[config.mk]
export PLATFORM = sky130hd
export DESIGN_NAME = evt_counter_mc
export DESIGN_NICKNAME = d
export VERILOG_FILES = /design/src/rtl/evt_counter_pkg.sv /design/src/rtl/evt_counter_chan.sv /design/src/rtl/evt_counter_mc.sv
export SDC_FILE = /design/constraint.sdc
export NUM_CORES = 1
export LEC_CHECK = 0
export CORE_MARGIN = 2
export CORE_UTILIZATION = 40
export DETAILED_ROUTE_END_ITERATION = 7
export PLACE_DENSITY_LB_ADDON = 0.12
export SYNTH_ARGS = -nofsm -noshare
export SYNTH_HDL_FRONTEND = slang
export SYNTH_SLANG_ARGS = --single-unit
[constraint.sdc]
create_clock -name clk_in -period 4.2 [get_ports clk_in]
set_input_delay 1.26 -clock clk_in [delete_from_list [all_inputs] [get_ports clk_in]]
set_output_delay 1.26 -clock clk_in [all_outputs]
set_load 0.005 [all_outputs]
[src/rtl/evt_counter_pkg.sv]
// Shared constants and types for the multi-channel event counter.
// Holds the default baud terminal and the channel-chaining mode.
package evt_counter_pkg;

    localparam int DEFAULT_BAUD_MAX = 115199;

    typedef enum logic {
        MODE_INDEP   = 1'b0,
        MODE_CASCADE = 1'b1
    } mode_e;

    function automatic mode_e mode_of(input int cascade);
        return (cascade != 0) ? MODE_CASCADE : MODE_INDEP;
    endfunction

endpackage

[src/rtl/evt_counter_chan.sv]
// One modulo-counter channel with a shadowed terminal value and a registered wrap strobe.
// Latency 1 cycle from event to count. No backpressure: every qualified event is counted.
module evt_counter_chan
    import evt_counter_pkg::*;
#(
    parameter int WIDTH     = 27,
    parameter int RESET_MAX = DEFAULT_BAUD_MAX
) (
    input  logic             clk,
    input  logic             rst_n,
    input  logic             src_evt,
    input  logic             en,
    input  logic             clr,
    input  logic             load,
    input  logic [WIDTH-1:0] max_val,
    output logic [WIDTH-1:0] count,
    output logic             wrap,
    output logic             wrap_cond
);

    typedef logic [WIDTH-1:0] cnt_t;

    cnt_t active_max;
    cnt_t pending_max;
    logic pending_valid;
    logic cnt_evt;
    logic at_term;
    logic apply;

    assign cnt_evt   = src_evt & en;
    // ">=" so a count left above a freshly lowered terminal wraps instead of running on
    assign at_term   = (count >= active_max);
    assign wrap_cond = cnt_evt & at_term & ~clr;
    assign apply     = wrap_cond | clr;

    always_ff @(posedge clk or negedge rst_n) begin
        if (!rst_n) begin
            count <= '0;
            wrap  <= 1'b0;
        end else if (clr) begin
            count <= '0;
            wrap  <= 1'b0;
        end else if (cnt_evt) begin
            if (at_term) begin
                count <= '0;
                wrap  <= 1'b1;
            end else begin
                count <= count + cnt_t'(1);
                wrap  <= 1'b0;
            end
        end else begin
            wrap <= 1'b0;
        end
    end

    // A load coinciding with a wrap or clear bypasses the shadow register
    always_ff @(posedge clk or negedge rst_n) begin
        if (!rst_n) begin
            active_max    <= WIDTH'(RESET_MAX);
            pending_max   <= WIDTH'(RESET_MAX);
            pending_valid <= 1'b0;
        end else if (apply && load) begin
            active_max    <= max_val;
            pending_valid <= 1'b0;
        end else if (apply && pending_valid) begin
            active_max    <= pending_max;
            pending_valid <= 1'b0;
        end else if (load) begin
            pending_max   <= max_val;
            pending_valid <= 1'b1;
        end
    end

endmodule

[src/rtl/evt_counter_mc.sv]
// N-channel modulo event counter, optionally cascaded into one wide counter.
// Latency 1 cycle event to count/wrap/carry. No backpressure; carry chain is combinational.
module evt_counter_mc
    import evt_counter_pkg::*;
#(
    parameter int N_CH      = 4,
    parameter int WIDTH     = 27,
    parameter int RESET_MAX = DEFAULT_BAUD_MAX,
    parameter int CASCADE   = 0
) (
    input  logic                  clk_in,
    input  logic                  rst_n_in,
    input  logic [N_CH-1:0]       evt_in,
    input  logic [N_CH-1:0]       en_in,
    input  logic [N_CH-1:0]       clr_in,
    input  logic [N_CH-1:0]       load_in,
    input  logic [WIDTH-1:0]      max_val_in,
    output logic [N_CH*WIDTH-1:0] count_out,
    output logic [N_CH-1:0]       wrap_out,
    output logic                  carry_out
);

    localparam mode_e MODE = mode_of(CASCADE);

    if (N_CH < 1) begin : g_bad_n_ch
        $error("evt_counter_mc: N_CH must be at least 1");
    end
    if (RESET_MAX < 0 || longint'(RESET_MAX) >= (longint'(1) << WIDTH)) begin : g_bad_reset_max
        $error("evt_counter_mc: RESET_MAX does not fit in WIDTH bits");
    end

    logic [N_CH-1:0] wrap_cond;
    logic            last_wrap_cond;
    logic            unused_bits;

    for (genvar i = 0; i < N_CH; i++) begin : g_ch
        logic src_evt;
        logic wc;

        // In cascade mode upper stages are clocked by the lower stage's wrap, not by evt_in
        if (i == 0 || MODE == MODE_INDEP) begin : g_src_ext
            assign src_evt = evt_in[i];
        end else begin : g_src_chain
            assign src_evt = g_ch[i-1].wc;
        end

        evt_counter_chan #(
            .WIDTH     (WIDTH),
            .RESET_MAX (RESET_MAX)
        ) u_chan (
            .clk       (clk_in),
            .rst_n     (rst_n_in),
            .src_evt   (src_evt),
            .en        (en_in[i]),
            .clr       (clr_in[i]),
            .load      (load_in[i]),
            .max_val   (max_val_in),
            .count     (count_out[i*WIDTH +: WIDTH]),
            .wrap      (wrap_out[i]),
            .wrap_cond (wc)
        );

        assign wrap_cond[i] = wc;
        if (i == N_CH - 1) begin : g_last
            assign last_wrap_cond = wc;
        end
    end

    assign unused_bits = ^{evt_in, wrap_cond};

    always_ff @(posedge clk_in or negedge rst_n_in) begin
        if (!rst_n_in) begin
            carry_out <= 1'b0;
        end else begin
            carry_out <= last_wrap_cond;
        end
    end

endmodule

==> results of run 1 <==
[per-layer routing]
layer  global-route usage [%]  wire, microns  vias up
met2                    33.70          22840      272
met5                        0              0        -
met1                    29.42          23210     7224
li1                         -              -     7031
met4                    6.484           1181        0
met3                    2.873           1873       72
[sequential cells by signal, indices dropped and copies added, names as in the netlist]
signal                     count
carry_out                      1
g_ch.u_chan.active_max       108
g_ch.u_chan.count            108
g_ch.u_chan.pending_max      108
g_ch.u_chan.pending_valid      4
g_ch.u_chan.wrap               3
[area by class of cell]
type                            count  area share (%)
Tap cell                          600           3.438
Clock inverter                     14          0.7448
Multi-Input combinational cell   1302           41.05
Timing Repair Buffer              196           8.732
Clock buffer                       59           5.328
Sequential cell                   332           38.59
Inverter                          123           2.114
[per-stage QoR]
stage | total power [uW] | instance area [sq um] | instances | setup WS, ns
floorplan | 4792 | 18220 | 1852 | 1.172
global placement | 5242 | 20510 | 2553 | 0.3827
detailed placement | 5300 | 20510 | 2553 | 0.2607
CTS | 8872 | 21840 | 2626 | 0.6010
global route | 9226 | 21840 | 2626 | 0.3576
finish | 8748 | 21840 | 2626 | 0.5883
[final timing paths]
| check | start | end | slack (ns) |
|---|---|---|---|
| min in group asynchronous | rst_n_in | g_ch[1].u_chan.count[0]$_DFFE_PN0P_ | 0.65 |
| worst max-delay path | g_ch[1].u_chan.active_max[15]$_DFFE_PN1P_ | g_ch[1].u_chan.active_max[10]$_DFFE_PN0P_ | 0.59 |
| worst max register to register | g_ch[1].u_chan.active_max[15]$_DFFE_PN1P_ | g_ch[1].u_chan.active_max[10]$_DFFE_PN0P_ | 0.59 |
| max in group asynchronous | rst_n_in | g_ch[0].u_chan.pending_max[16]$_DFFE_PN1P_ | 2.52 |
| worst min-delay path | g_ch[3].u_chan.active_max[26]$_DFFE_PN0P_ | g_ch[3].u_chan.active_max[26]$_DFFE_PN0P_ | 0.48 |
| worst min register to register | g_ch[3].u_chan.active_max[26]$_DFFE_PN0P_ | g_ch[3].u_chan.active_max[26]$_DFFE_PN0P_ | 0.48 |
[layout by cell type, fill, tap and decap left out, drive strengths merged, types with 8 or more instances in the layout]
cell type      netlist  final
buf                 22     40
inv                122    124
o2bb2ai             49     49
a21o                23     23
nand4               22     22
dfstp               96     96
o22ai               29     29
dfrtp              236    236
clkbuf              73     59
or3                 13     13
and2                23     23
nand2              162    162
a221o                9      9
nor3b                9      9
and4                 9      9
ha                 112    112
o21ai              145    145
nor3                23     23
nor2b               11     11
o311ai              12     12
nand2b              15     15
and3b               75     75
clkdlybuf4s50        0    156
o31ai               17     17
nor2                72     72
mux2               108    108
a21oi              155    155
a31oi               37     37
and3                25     25
nand3               72     72
nor4                 8      8
[report_power, final]
group          switching, uW  internal, uW  total [uW]
Sequential               252          3700        3950
Clock                   1410          2110        3520
Combinational            694           591        1280
Total                   2350          6400        8750
[worst max-delay path: cells and delay by family (launching register included)]
| family | cells | cell delay (ns) |
|---|---|---|
| buffers and inverters | 1 | 0.05 |
| AO/OA/AOI/OAI | 4 | 1.48 |
| flip-flops | 1 | 0.56 |
| adder cells (fa/ha/maj) | 1 | 0.26 |
| AND/OR/NAND/NOR | 4 | 1.12 |
[logic make-up after synthesis]
logic type	Yosys count
multiplexers	109
flip-flops	332
buffers and inverters	218
XOR/XNOR	8
adder cells (fa/ha/maj)	112
AO/OA/AOI/OAI	517
AND/OR/NAND/NOR	556
[synth_stat cells (71+ instances only)]
cell	n	share of area, %
dfrtp_1	236	32
nand2_1	162	3.3
a21oi_1	155	4.3
o21ai_0	143	3.9
inv_1	122	2.5
ha_1	112	7.7
mux2_2	108	6.7
dfstp_2	96	14
and3b_1	75	3.6
clkbuf_1	73	1.5
nand3_1	72	2.0
nor2_1	71	1.5
==> impl_metrics.tcl, run 1 <==
set metrics [dict create \
    status "finished, final reports clean" \
    ys_ff_latch 332 \
    syn-cell-area_sq_mm 0.01822 \
    vdd_ir_drop_max_uv 263.8 \
    clk_pin_slew_worst_paths_ns 0.06 \
    crit_path_end_kind "flop" \
    tns_ns 0 \
    path_cells "inv_1, ha_1, and4_1, nand4_1, nor2_1, o31ai_1, a31oi_1, nand2_1, o22ai_1, a21oi_1" \
    power_density_mw_per_mm2 400.6 \
    fmax_ghz 0.2769 \
    synth_top_family_by_area "compound AO/OA/AOI/OAI gates" \
    worstPathRequired_ns 4.62 \
    post-dp-hpwl_microns 34000 \
    via_per_inst 5.559 \
    finalSetupViolCount 0 \
    crit_slowest_cell "a31oi_1" \
    synthAdderAreaFrac_pct 7.691 \
    grt-ovfl-total 0 \
    path_class "flop to flop" \
    synth_compound_area_share_pct 17.61 \
    grt_first_pass_wirelength_microns 79490 \
    cp.arrival_ns 4.03 \
    netlist-cell-type-count 63 \
    antenna_found_initial 0 \
    yosys-mux-area-fraction_pct 6.729 \
    fin_util_pct 48.33 \
    ctsHoldBuffers 0 \
    min_period_ns 3.612 \
    nets 2152 \
    core-area_sq_mm 0.04519 \
    via_count 14600 \
    antenna_cells 0 \
    drt_pass1_iterations 6 \
    seq_area_sq_mm 0.008428 \
    grt_pass1_vias 14310 \
    drt-initial-drc-count 1055 \
    synth_fp_nets 2009 \
    clkLatencyLatePin_ns 0.56 \
    chipHeight_microns 217.4 \
    htree_levels 2 \
    wl_microns 49110 \
    cts_buffer_depth 3 \
    area_growth_pct 19.85 \
    io_buffer_count 157 \
    die_w_microns 217.4 \
    multi_input_area_sq_mm 0.008965 \
    holdPathStages 2 \
    synth_area_per_cell_sq_um 9.839 \
    hold-worst-slack_ns 0.4773 \
    start_util_pct 40.33 \
    cap_violations 0 \
    root_buffer "clkbuf_16" \
    critPathMaxFanout 14 \
    synth-xor-area-share_pct 0.3845 \
    reg2reg_depth 10 \
    cts_tree "built" \
    finalHoldViolCount 0 \
    dieArea_sq_mm 0.04728 \
    leakage_uw 0.009576 \
    worst_pin_slew_ns 1.163 \
    n_fill_cell 4307 \
    synth_edf_count 0 \
    synth_async_sr_flop_share_pct 100.0 \
    cpPeakStageDelay_ns 0.95 \
    drc_errors 0 \
    synth_warnings 0 \
    relSlewSlack_pct 22.13 \
    grt_max_degree 81 \
    synthSimpleGateAreaFrac_pct 16.65 \
    gp_congestion 0.8273 \
    post_cts_buffers 0 \
    cts_resized 0 \
    netlist_instances 1852 \
    antenna_left 0 \
    ys_seq_area_share_pct 46.25 \
    wl_per_cell_microns 18.70 \
    slew_viol_final 0 \
    hold_class "flop to flop" \
    drive_above_1_share_pct 15.99 \
    grt_usage_pct 20.99 \
    rsz0062_at_grt "false" \
    cts.sinks 332 \
    rows 78 \
    worst_setup_path_start_kind "flop" \
    cts-buffers-inserted 40 \
    num_io_pins 158 \
    fin_worst_skew_ns 0.01188 \
    synthFlopType "dfrtp_1" \
    min_period_over_period_pct 85.99 \
]
Power figures use the tool's default switching activity.
==> inputs of run 2 (changes only) <==
Settings changed: RECOVER_POWER set to 25, TNS_END_PERCENT set to 50.
==> run 2 against run 1 <==
The run now ends with max-capacitance violations, max-slew violations left. Sequential power barely moved. Clock power barely moved. Combinational power is essentially flat. Register-to-register slack better by 0.02 ns. Wire length fell by 0.23%. Global-route usage unchanged. Total power about the same. Count of clock-buffer cells in the layout is the same. Fmax increased by 0.60%. Sequential cell count unchanged. Sequential share of layout area barely moved. Largest cell class unchanged.
==> impl_metrics.tcl, run 2 (same netlist as run 1, synthesis figures left out) <==
set metrics [dict create \
    p_clk_share_pct 40.2 \
    htree_levels 2 \
    wl_microns 48990 \
    drt-initial-drc-count 1001 \
    grt-ovfl-total 0 \
    slew_viol_final 76 \
    violations "max-capacitance violations, max-slew violations" \
    final_cell_mix "dfrtp_1, nand2_1, clkdlybuf4s50_1, a21oi_1, o21ai_0" \
    dpl-instance-area_sq_mm 0.02051 \
    start_util_pct 40.33 \
    nets 2152 \
    leakage_uw 0.009572 \
    ctsHoldBuffers 0 \
    dieArea_sq_mm 0.04728 \
    rows 78 \
    grt_first_pass_wirelength_microns 79490 \
    seq_area_sq_mm 0.008428 \
    worst_setup_path_start_kind "flop" \
    worst_pin_slew_ns 2.181 \
    clk_pin_slew_worst_paths_ns 0.06 \
    layout_commonest_cell "dfrtp_1" \
    status "complete, but fails checks" \
    cts.sinks 332 \
    power_density_mw_per_mm2 400.9 \
    stdcell_area_sq_mm 0.02183 \
    vdd_ir_drop_max_uv 264.0 \
    post_cts_buffers 0 \
    post-dp-hpwl_microns 34000 \
    crit_path_end_kind "flop" \
    min_period_ns 3.590 \
    combPwrFrac_pct 14.7 \
    cp.arrival_ns 4.01 \
    antenna_found_initial 0 \
    critPathMaxFanout 14 \
    gp_congestion 0.8273 \
    grt_max_degree 81 \
    cts-buffers-inserted 40 \
    die_w_microns 217.4 \
    finalHoldViolCount 0 \
    chipHeight_microns 217.4 \
    clkLatencyLatePin_ns 0.56 \
    cts_resized 0 \
    grt_pass1_vias 14310 \
    area_growth_pct 19.78 \
    via_count 14630 \
    antenna_left 0 \
    p_int_uw 6396 \
    grt_usage_pct 20.99 \
    cts_buffer_depth 3 \
    worstPathRequired_ns 4.62 \
    cts_tree "built" \
    p_sw_share_pct 26.91 \
    rsz0062_at_grt "false" \
    path_class "flop to flop" \
    drc_errors 0 \
    hold_class "flop to flop" \
    core-area_sq_mm 0.04519 \
    io_buffer_count 157 \
    seqPwrFrac_pct 45.1 \
    drive_above_1_share_pct 15.99 \
    fin_util_pct 48.30 \
    fin_worst_skew_ns 0.01432 \
    via_per_inst 5.569 \
    num_io_pins 158 \
    relSlewSlack_pct -45.41 \
    antenna_cells 0 \
    multi_input_area_sq_mm 0.008965 \
    wl_per_cell_microns 18.66 \
    finalSetupViolCount 0 \
    root_buffer "clkbuf_16" \
    min_period_over_period_pct 85.48 \
    fmax_ghz 0.2785 \
    cap_violations 1 \
    n_fill_cell 4307 \
    drt_pass1_iterations 8 \
    tns_ns 0 \
    reg.largest.list "g_ch.u_chan.active_max (108), g_ch.u_chan.count (108), g_ch.u_chan.pending_max (108)" \
    p_sw_uw 2355 \
]
[run 2: cell types whose count changed in the layout (fill, tap and decap cells not counted)]
cell      change
buf_8         -1
clkbuf_2      +2
buf_4         -1
[run 2: worst paths after layout]
path	from	to	slack, ns	cells past startpoint
max	g_ch[1].u_chan.active_max[15]$_DFFE_PN1P_	g_ch[1].u_chan.active_max[10]$_DFFE_PN0P_	0.61	10
min	g_ch[3].u_chan.active_max[26]$_DFFE_PN0P_	g_ch[3].u_chan.active_max[26]$_DFFE_PN0P_	0.48	2
max reg2reg	g_ch[1].u_chan.active_max[15]$_DFFE_PN1P_	g_ch[1].u_chan.active_max[10]$_DFFE_PN0P_	0.61	10
min reg2reg	g_ch[3].u_chan.active_max[26]$_DFFE_PN0P_	g_ch[3].u_chan.active_max[26]$_DFFE_PN0P_	0.48	2
max in group asynchronous	rst_n_in	g_ch[2].u_chan.count[18]$_DFFE_PN0P_	1.18	2
min in group asynchronous	rst_n_in	g_ch[1].u_chan.count[0]$_DFFE_PN0P_	1.29	1
[run 2: per-layer routing]
layer	track usage (%)	vias to the layer above	part of all wire, %
met1	29.42	7220	46
met4	6.484	0	2.5
met2	33.70	309	46
met5	0	-	0
li1	-	7022	-
met3	2.873	74	4.6
[run 2: worst max-delay path, stage by stage, from the launching register on]
cell     delay (ns)
dfstp_2        0.56
inv_1          0.05
ha_1           0.26
and4_1         0.20
nand4_1        0.16
nor2_1         0.15
o31ai_1        0.14
a31oi_1        0.95
nand2_1        0.61
o22ai_1        0.27
a21oi_1        0.10
[run 2: layout make-up]
cell class,instances,share of cell area (%)
well taps,600,3.440
flip-flops and latches,332,38.62
clock buffers,59,5.331
inverters,123,2.115
repair buffers,196,8.679
multi-input cells,1302,41.07
clock inverters,14,0.7452
[run 2: per-stage QoR]
step / hold WS (ns) / std cells / setup WS, ns / total power, uW
CTS: 0.4807 / 2626 / 0.6010 / 8872
finish: 0.4771 / 2626 / 0.6097 / 8751
floorplan: 0.4417 / 1852 / 1.172 / 4792
global route: 0.4924 / 2626 / 0.3576 / 9225
detailed placement: 0.4718 / 2553 / 0.2607 / 5300
global placement: 0.4655 / 2553 / 0.3827 / 5242
[run 2: power by group through the flow]
stage          Clock, uW  Combinational [uW]  Sequential, uW
5_1_grt             3750                1470            4000
6_report            3520                1280            3950
3_3_place_gp           0                1250            3990
2_1_floorplan          0                 900            3890
4_1_cts             3620                1310            3950
3_5_place_dp           0                1300            4000
